$ cat src/rtl/mem_access_pkg.sv
// Shared encodings for the memory stage: opcodes, funct3 access sizes, the
// memory FSM states and small decode helpers.
package mem_access_pkg;

  localparam logic [6:0] OPC_LOAD   = 7'b0000011;
  localparam logic [6:0] OPC_STORE  = 7'b0100011;
  localparam logic [6:0] OPC_OP     = 7'b0110011;
  localparam logic [6:0] OPC_OP_IMM = 7'b0010011;
  localparam logic [6:0] OPC_LUI    = 7'b0110111;
  localparam logic [6:0] OPC_AUIPC  = 7'b0010111;
  localparam logic [6:0] OPC_JAL    = 7'b1101111;
  localparam logic [6:0] OPC_JALR   = 7'b1100111;
  localparam logic [6:0] OPC_NOP    = 7'b0000000;

  localparam logic [2:0] F3_B  = 3'b000;
  localparam logic [2:0] F3_H  = 3'b001;
  localparam logic [2:0] F3_W  = 3'b010;
  localparam logic [2:0] F3_BU = 3'b100;
  localparam logic [2:0] F3_HU = 3'b101;

  typedef enum logic [1:0] {
    S_IDLE = 2'd0,
    S_REQ  = 2'd1,
    S_WAIT = 2'd2
  } state_t;

  function automatic logic writes_rd(input logic [6:0] opc);
    return (opc == OPC_OP) || (opc == OPC_OP_IMM) || (opc == OPC_LUI) ||
           (opc == OPC_AUIPC) || (opc == OPC_JAL) || (opc == OPC_JALR);
  endfunction

  function automatic logic load_f3_legal(input logic [2:0] f3);
    return (f3 == F3_B) || (f3 == F3_H) || (f3 == F3_W) ||
           (f3 == F3_BU) || (f3 == F3_HU);
  endfunction

  function automatic logic store_f3_legal(input logic [2:0] f3);
    return (f3 == F3_B) || (f3 == F3_H) || (f3 == F3_W);
  endfunction

endpackage

$ cat src/rtl/mem_access_lsu_align.sv
// Combinational byte-lane steering: byte enables, store-data replication and
// load lane extraction with sign/zero extension.
module mem_access_lsu_align
  import mem_access_pkg::*;
(
  input  logic [2:0]  i_funct3,
  input  logic [1:0]  i_addr_lo,
  input  logic [31:0] i_store_data,
  input  logic [31:0] i_load_raw,
  output logic [3:0]  o_be,
  output logic [31:0] o_wdata,
  output logic [31:0] o_load_data
);

  logic [7:0]  w_byte;
  logic [15:0] w_half;

  always_comb begin
    w_byte = i_load_raw[7:0];
    case (i_addr_lo)
      2'd1:    w_byte = i_load_raw[15:8];
      2'd2:    w_byte = i_load_raw[23:16];
      2'd3:    w_byte = i_load_raw[31:24];
      default: w_byte = i_load_raw[7:0];
    endcase
    w_half = i_addr_lo[1] ? i_load_raw[31:16] : i_load_raw[15:0];
  end

  always_comb begin
    o_be    = 4'b1111;
    o_wdata = i_store_data;
    case (i_funct3[1:0])
      2'b00: begin
        o_be    = 4'b0001 << i_addr_lo;
        o_wdata = {4{i_store_data[7:0]}};
      end
      2'b01: begin
        o_be    = i_addr_lo[1] ? 4'b1100 : 4'b0011;
        o_wdata = {2{i_store_data[15:0]}};
      end
      default: begin
        o_be    = 4'b1111;
        o_wdata = i_store_data;
      end
    endcase
  end

  always_comb begin
    o_load_data = i_load_raw;
    case (i_funct3)
      F3_B:    o_load_data = {{24{w_byte[7]}}, w_byte};
      F3_BU:   o_load_data = {24'd0, w_byte};
      F3_H:    o_load_data = {{16{w_half[15]}}, w_half};
      F3_HU:   o_load_data = {16'd0, w_half};
      default: o_load_data = i_load_raw;
    endcase
  end

endmodule

$ cat src/rtl/mem_access.sv
// RISC-V memory stage: loads/stores over a req/gnt/rvalid port, upstream stall,
// bus timeout. Define MEM_MISALIGN_TRAP_EN to flag misaligned accesses instead of truncating.
module mem_access
  import mem_access_pkg::*;
#(
  parameter int unsigned TIMEOUT_CYC = 255
)
(
  input  logic        clk,
  input  logic        rst_n,
  input  logic [31:0] alu_out_i,
  input  logic [6:0]  opcode_i,
  input  logic [2:0]  funct3_i,
  input  logic [4:0]  rd_i,
  input  logic [31:0] rs2_data_i,
  output logic        stall_o,
  output logic        dmem_req_o,
  output logic        dmem_we_o,
  output logic [31:0] dmem_addr_o,
  output logic [3:0]  dmem_be_o,
  output logic [31:0] dmem_wdata_o,
  input  logic        dmem_gnt_i,
  input  logic        dmem_rvalid_i,
  input  logic [31:0] dmem_rdata_i,
  output logic [31:0] wb_data_o,
  output logic [4:0]  wb_rd_o,
  output logic        wb_en_o,
  output logic        misalign_o,
  output logic        bus_err_o
);

  state_t      r_state, w_state_next;
  logic [31:0] r_addr, r_wdata, r_cnt, w_cnt_next;
  logic [2:0]  r_funct3;
  logic [4:0]  r_rd;
  logic        r_we;
  logic [31:0] r_wb_data, w_wb_data_next;
  logic [4:0]  r_wb_rd, w_wb_rd_next;
  logic        r_wb_en, w_wb_en_next;
  logic        r_misalign, w_misalign_next;
  logic        r_bus_err, w_bus_err_next;
  logic        w_stall, w_req, w_capture, w_timeout;

  logic        w_is_load, w_is_store, w_mem_op, w_misaligned;
  logic [31:0] w_addr_cap;
  logic [3:0]  w_be;
  logic [31:0] w_wdata, w_load_data;

  assign w_is_load  = (opcode_i == OPC_LOAD);
  assign w_is_store = (opcode_i == OPC_STORE);
  assign w_mem_op   = (w_is_load && load_f3_legal(funct3_i)) ||
                      (w_is_store && store_f3_legal(funct3_i));

`ifdef MEM_MISALIGN_TRAP_EN
  assign w_misaligned = ((funct3_i[1:0] == 2'b01) && alu_out_i[0]) ||
                        ((funct3_i[1:0] == 2'b10) && (alu_out_i[1:0] != 2'b00));
  assign w_addr_cap   = alu_out_i;
`else
  assign w_misaligned = 1'b0;
  always_comb begin
    w_addr_cap = alu_out_i;
    case (funct3_i[1:0])
      2'b01:   w_addr_cap = {alu_out_i[31:1], 1'b0};
      2'b10:   w_addr_cap = {alu_out_i[31:2], 2'b00};
      default: w_addr_cap = alu_out_i;
    endcase
  end
`endif

  mem_access_lsu_align u_lsu_align (
    .i_funct3     (r_funct3),
    .i_addr_lo    (r_addr[1:0]),
    .i_store_data (r_wdata),
    .i_load_raw   (dmem_rdata_i),
    .o_be         (w_be),
    .o_wdata      (w_wdata),
    .o_load_data  (w_load_data)
  );

  // Abort on the TIMEOUT_CYC-th REQ/WAIT cycle unless that cycle completes.
  assign w_timeout = (TIMEOUT_CYC != 0) && (r_cnt == TIMEOUT_CYC - 32'd1);

  always_comb begin
    w_state_next    = r_state;
    w_cnt_next      = 32'd0;
    w_stall         = 1'b0;
    w_req           = 1'b0;
    w_capture       = 1'b0;
    w_wb_data_next  = r_wb_data;
    w_wb_rd_next    = r_wb_rd;
    w_wb_en_next    = 1'b0;
    w_misalign_next = 1'b0;
    w_bus_err_next  = 1'b0;
    case (r_state)
      S_IDLE: begin
        if (w_mem_op && !w_misaligned) begin
          w_capture    = 1'b1;
          w_stall      = 1'b1;
          w_state_next = S_REQ;
        end else if (w_mem_op) begin
          w_misalign_next = 1'b1;
        end else if (!w_is_load && !w_is_store) begin
          w_wb_data_next = alu_out_i;
          w_wb_rd_next   = rd_i;
          w_wb_en_next   = writes_rd(opcode_i) && (rd_i != 5'd0);
        end
      end
      S_REQ: begin
        w_req = 1'b1;
        if (dmem_gnt_i && r_we) begin
          w_state_next = S_IDLE;
        end else if (w_timeout) begin
          w_state_next   = S_IDLE;
          w_bus_err_next = 1'b1;
        end else begin
          w_stall    = 1'b1;
          w_cnt_next = r_cnt + 32'd1;
          if (dmem_gnt_i) begin
            w_state_next = S_WAIT;
          end
        end
      end
      S_WAIT: begin
        if (dmem_rvalid_i) begin
          w_state_next   = S_IDLE;
          w_wb_data_next = w_load_data;
          w_wb_rd_next   = r_rd;
          w_wb_en_next   = (r_rd != 5'd0);
        end else if (w_timeout) begin
          w_state_next   = S_IDLE;
          w_bus_err_next = 1'b1;
        end else begin
          w_stall    = 1'b1;
          w_cnt_next = r_cnt + 32'd1;
        end
      end
      default: w_state_next = S_IDLE;
    endcase
  end

  always_ff @(posedge clk) begin
    if (!rst_n) begin
      r_state    <= S_IDLE;
      r_cnt      <= 32'd0;
      r_addr     <= 32'd0;
      r_wdata    <= 32'd0;
      r_funct3   <= 3'd0;
      r_rd       <= 5'd0;
      r_we       <= 1'b0;
      r_wb_data  <= 32'd0;
      r_wb_rd    <= 5'd0;
      r_wb_en    <= 1'b0;
      r_misalign <= 1'b0;
      r_bus_err  <= 1'b0;
    end else begin
      r_state    <= w_state_next;
      r_cnt      <= w_cnt_next;
      r_wb_data  <= w_wb_data_next;
      r_wb_rd    <= w_wb_rd_next;
      r_wb_en    <= w_wb_en_next;
      r_misalign <= w_misalign_next;
      r_bus_err  <= w_bus_err_next;
      if (w_capture) begin
        r_addr   <= w_addr_cap;
        r_wdata  <= rs2_data_i;
        r_funct3 <= funct3_i;
        r_rd     <= rd_i;
        r_we     <= w_is_store;
      end
    end
  end

  assign stall_o      = w_stall;
  assign dmem_req_o   = w_req;
  assign dmem_we_o    = r_we;
  assign dmem_addr_o  = {r_addr[31:2], 2'b00};
  assign dmem_be_o    = w_be;
  assign dmem_wdata_o = w_wdata;
  assign wb_data_o    = r_wb_data;
  assign wb_rd_o      = r_wb_rd;
  assign wb_en_o      = r_wb_en;
  assign misalign_o   = r_misalign;
  assign bus_err_o    = r_bus_err;

endmodule

$ cat config.mk
export PLATFORM = sky130hd
export DESIGN_NAME = mem_access
export DESIGN_NICKNAME = d
export VERILOG_FILES = /design/src/rtl/mem_access_pkg.sv /design/src/rtl/mem_access_lsu_align.sv /design/src/rtl/mem_access.sv
export SDC_FILE = /design/constraint.sdc
export NUM_CORES = 1
export LEC_CHECK = 0
export BUFFER_PORTS_ARGS = -buffer_cell sky130_fd_sc_hd__buf_2
export CAP_MARGIN = 20
export CORE_MARGIN = 2
export CORE_UTILIZATION = 55
export CTS_BUF_LIST = sky130_fd_sc_hd__clkbuf_16
export DETAILED_ROUTE_END_ITERATION = 6
export MAX_ROUTING_LAYER = met4
export PLACE_DENSITY_LB_ADDON = 0.2
export SLEW_MARGIN = 20
export SYNTH_ARGS = -nofsm -noshare
export SYNTH_HDL_FRONTEND = slang
export SYNTH_SLANG_ARGS = --single-unit
export TNS_END_PERCENT = 30
$ cat constraint.sdc
create_clock -name clk -period 4.45 [get_ports clk]
set_input_delay 0.6675 -clock clk [delete_from_list [all_inputs] [get_ports clk]]
set_output_delay 0.6675 -clock clk [all_outputs]
set_load 0.05 [all_outputs]
==> flow_summary.json <==
{
  "rows": 42,
  "p_int_w": 0.002149,
  "initial_core_util": 0.5573,
  "grt_use_total": 0.2874,
  "clk_root_buffer_cell": "clkbuf_16",
  "synthTopCellsByArea": "dfxtp_1 40%, nand2_1 9.1%, a21oi_1 6.7%",
  "yosysWarningCount": 0,
  "switchingPower_w": 0.0007102,
  "tritoncts.num_buffers": 17,
  "static-leakage-power_nw": 3.604,
  "finalSetupTns_ns": 0,
  "grt_pass1_vias": 6176,
  "final_antenna_net_count": 0,
  "initial_antenna_violation_count": 1,
  "place_congestion": 0.8568,
  "fmax_mhz": 321.5,
  "comb_power_share": 0.088,
  "synth_largest_area_cell": "dfxtp_1",
  "setup_viol": 0,
  "dp_hpwl_mm": 13.94,
  "grt_start_max_net_pins": 74,
  "syn_area_sq_um": 7292,
  "hold_path.class": "reg -> reg",
  "timing.final.crit_period_ns": 3.110,
  "drtIter0Drc": 585,
  "dpl_cell_area_sq_um": 8090,
  "critical-path-slowest-cell": "buf_4",
  "cp_common_cell": "nand2b_1",
  "netlist_instances": 903,
  "die_width_um": 119.1,
  "cpPeakStageDelay_ns": 0.46,
  "nets": 1176,
  "die_footprint_sq_um": 14200,
  "path_class": "reg -> out",
  "num_vias": 6839,
  "clock_sinks": 146,
  "max-vdd-ir-drop_uv": 201.5,
  "area.growth.synth_to_final_pct": 18.02,
  "post-route-period-util": 0.6990,
  "ctsResizeCount": 0,
  "n_fill_cell": 1183,
  "tritoncts": "yes",
  "multi_input_comb_area_sq_um": 3692,
  "worst_pin_slew_ns": 1.053,
  "grt_setup_unrepaired": "no",
  "cts_max_path_buffers": 2,
  "power.switching_fraction": 0.2484,
  "endpoint_kind": "output port",
  "global_route_congestion_overflow_total": 0,
  "floorplan.io_pins": 226,
  "area.sequential_sq_um": 2924,
  "worst_slew_margin": 0.2966,
  "fp.dieH_um": 119.1,
  "synth-seq-cells": 146,
  "critical_path.cell_chain": "ha_2 > buf_4 > nand2b_1 > o21ai_0 > nand2b_1 > a21oi_1 > buf_2",
  "vias_per_cell": 5.511,
  "first_pass_iters": 5,
  "synth.distinct_cells": 57,
  "postLayoutCellArea_sq_um": 8606,
  "clk_pin_slew_worst_paths_ns": 0.06,
  "htree_num_levels": 4,
  "drc": 0,
  "worstPathArrival_ns": 2.44,
  "seq_power_share": 0.469,
  "run_status": "finished, final reports clean",
  "ys_async_sr_fraction": 0,
  "timing.max_cap.violations": 0,
  "worstPathMaxFanout": 50,
  "startpoint_type": "flip-flop",
  "finClkSkew_ns": 0.005298,
  "synth_ff_type": "dfxtp_1",
  "synth.top_cell.area_share": 0.4008,
  "wl_final_mm": 19.85,
  "pwr_density_cell_nw_per_um2": 332.3,
  "ys_top_cells_by_count": "176 x nand2_1, 146 x dfxtp_1, 97 x a21oi_1",
  "post-synth-top-count-cell": "nand2_1",
  "timing_max_transition_violations_final": 0,
  "fp.coreArea_sq_um": 13090,
  "clock_latency_of_the_later_clocked_register_in_the_worst_skew_pair_ns": 0.42,
  "layout-drive-gt1-share": 0.2735,
  "cts_post_setup_buffers_inserted": 0,
  "count_of_flip_flops_with_a_built_in_enable_after_synthesis": 0,
  "power.clock.fraction": 0.443,
  "critPathRequiredTime_ns": 3.78,
  "seq_area_frac_synth": 0.4008,
  "cts_hold_buf": 0,
  "numPortBuffers": 222,
  "hold_viol": 0,
  "average_instance_area_after_synthesis_sq_um": 8.075,
  "first_pass_grt_wire_length_mm": 31.62,
  "wire_per_inst_um": 16.00
}
-- final cells by class --
| class | count | share of cell area |
|---|---|---|
| Inverter | 18 | 0.007851 |
| Antenna cell | 1 | 0.0002908 |
| Timing Repair Buffer | 232 | 0.1378 |
| Clock buffer | 17 | 0.04943 |
| Multi-Input combinational cell | 637 | 0.4290 |
| Clock inverter | 14 | 0.01018 |
| Tap cell | 176 | 0.02559 |
| Sequential cell | 146 | 0.3398 |
-- logic make-up after synthesis --
kind of cell             count (synthesis)  share of synthesized area
buffers and inverters                  122                    0.09506
flip-flops                             146                     0.4008
AND/OR/NAND/NOR                        360                     0.2359
other                                    1                  0.0005143
multiplexers                            33                    0.05010
adder cells (fa/ha/maj)                  9                    0.01544
AO/OA/AOI/OAI                          203                     0.1673
XOR/XNOR                                29                    0.03483
-- metal layers --
metal  vias up  global-route usage  part of all wire
li1       3368                   -                 -
met1      3182              0.3689              0.45
met2       250              0.4422              0.46
met3        39             0.05987             0.068
met4         0              0.1190             0.026
met5         -                   -                 0
-- path summary, 6_finish.rpt --
check,startpoint,cells after the start,end,slack [ns]
setup / recovery,r_state[1],7,stall_o,1.34
hold / removal,r_addr[14],2,r_addr[14],0.45
setup reg to reg,r_state[0],9,wb_data_o[19],1.79
hold reg to reg,r_addr[14],2,r_addr[14],0.45
-- cells in the final DEF, fill, tap and decap left out, types with 3 or more instances in the layout --
cell / count
nor2_1: 58
o211ai_1: 11
clkinv_1: 4
nor4_1: 6
o21ai_0: 26
buf_2: 222
nand4_1: 10
inv_1: 23
buf_4: 10
nand3_1: 44
mux2_2: 18
nand2_1: 176
a31oi_1: 14
xnor2_1: 5
ha_1: 8
o21ai_1: 8
xor2_1: 24
nor3b_1: 7
a21oi_1: 97
clkbuf_16: 17
and3_1: 12
conb_1: 3
o31ai_1: 17
nor2_2: 3
o221ai_1: 7
dfxtp_1: 145
nor2b_1: 8
mux2i_1: 14
o21bai_1: 3
and4_1: 5
or4_1: 3
a211oi_1: 12
nand2b_1: 10
-- per-stage QoR --
step / total power (W) / hold slack (ns) / utilization / cells / setup slack, ns
floorplan: 0.001517 / 0.4329 / - / 905 / 1.493
global placement: 0.001617 / 0.4391 / 0.6183 / 1209 / 1.747
detailed placement: 0.001620 / 0.4442 / 0.6183 / 1209 / 1.700
CTS: 0.002878 / 0.4520 / 0.6575 / 1240 / 1.305
global route: 0.002957 / 0.4677 / 0.6577 / 1241 / 1.200
finish: 0.002859 / 0.4502 / 0.6577 / 1241 / 1.340
-- registers in the layout, summed over array words and instances (netlist names), 2 cells and up --
signal     count
r_cnt         32
r_rd           5
r_addr        32
r_funct3       3
wb_data_o     32
r_state        2
r_wdata       32
wb_rd_o        5
-- worst max-delay path: cells and delay by family (launching register included) --
| kind | cells | cell delay [ns] |
|---|---|---|
| DFF | 1 | 0.40 |
| adders and majority gates | 1 | 0.19 |
| and+or+nand+nor | 2 | 0.29 |
| buffers and inverters | 2 | 0.76 |
| AOI/OAI and AO/OA | 2 | 0.37 |
-- power by group through the flow --
stage | combinational, W | sequential (W) | clock (W)
after global placement | 0.000249 | 0.00137 | 0
after detailed placement | 0.000250 | 0.00137 | 0
after CTS | 0.000251 | 0.00134 | 0.00129
final | 0.000252 | 0.00134 | 0.00127
after floorplan | 0.0000804 | 0.00144 | 0
after global routing | 0.000268 | 0.00134 | 0.00135
(Power assumes the default switching activity.)
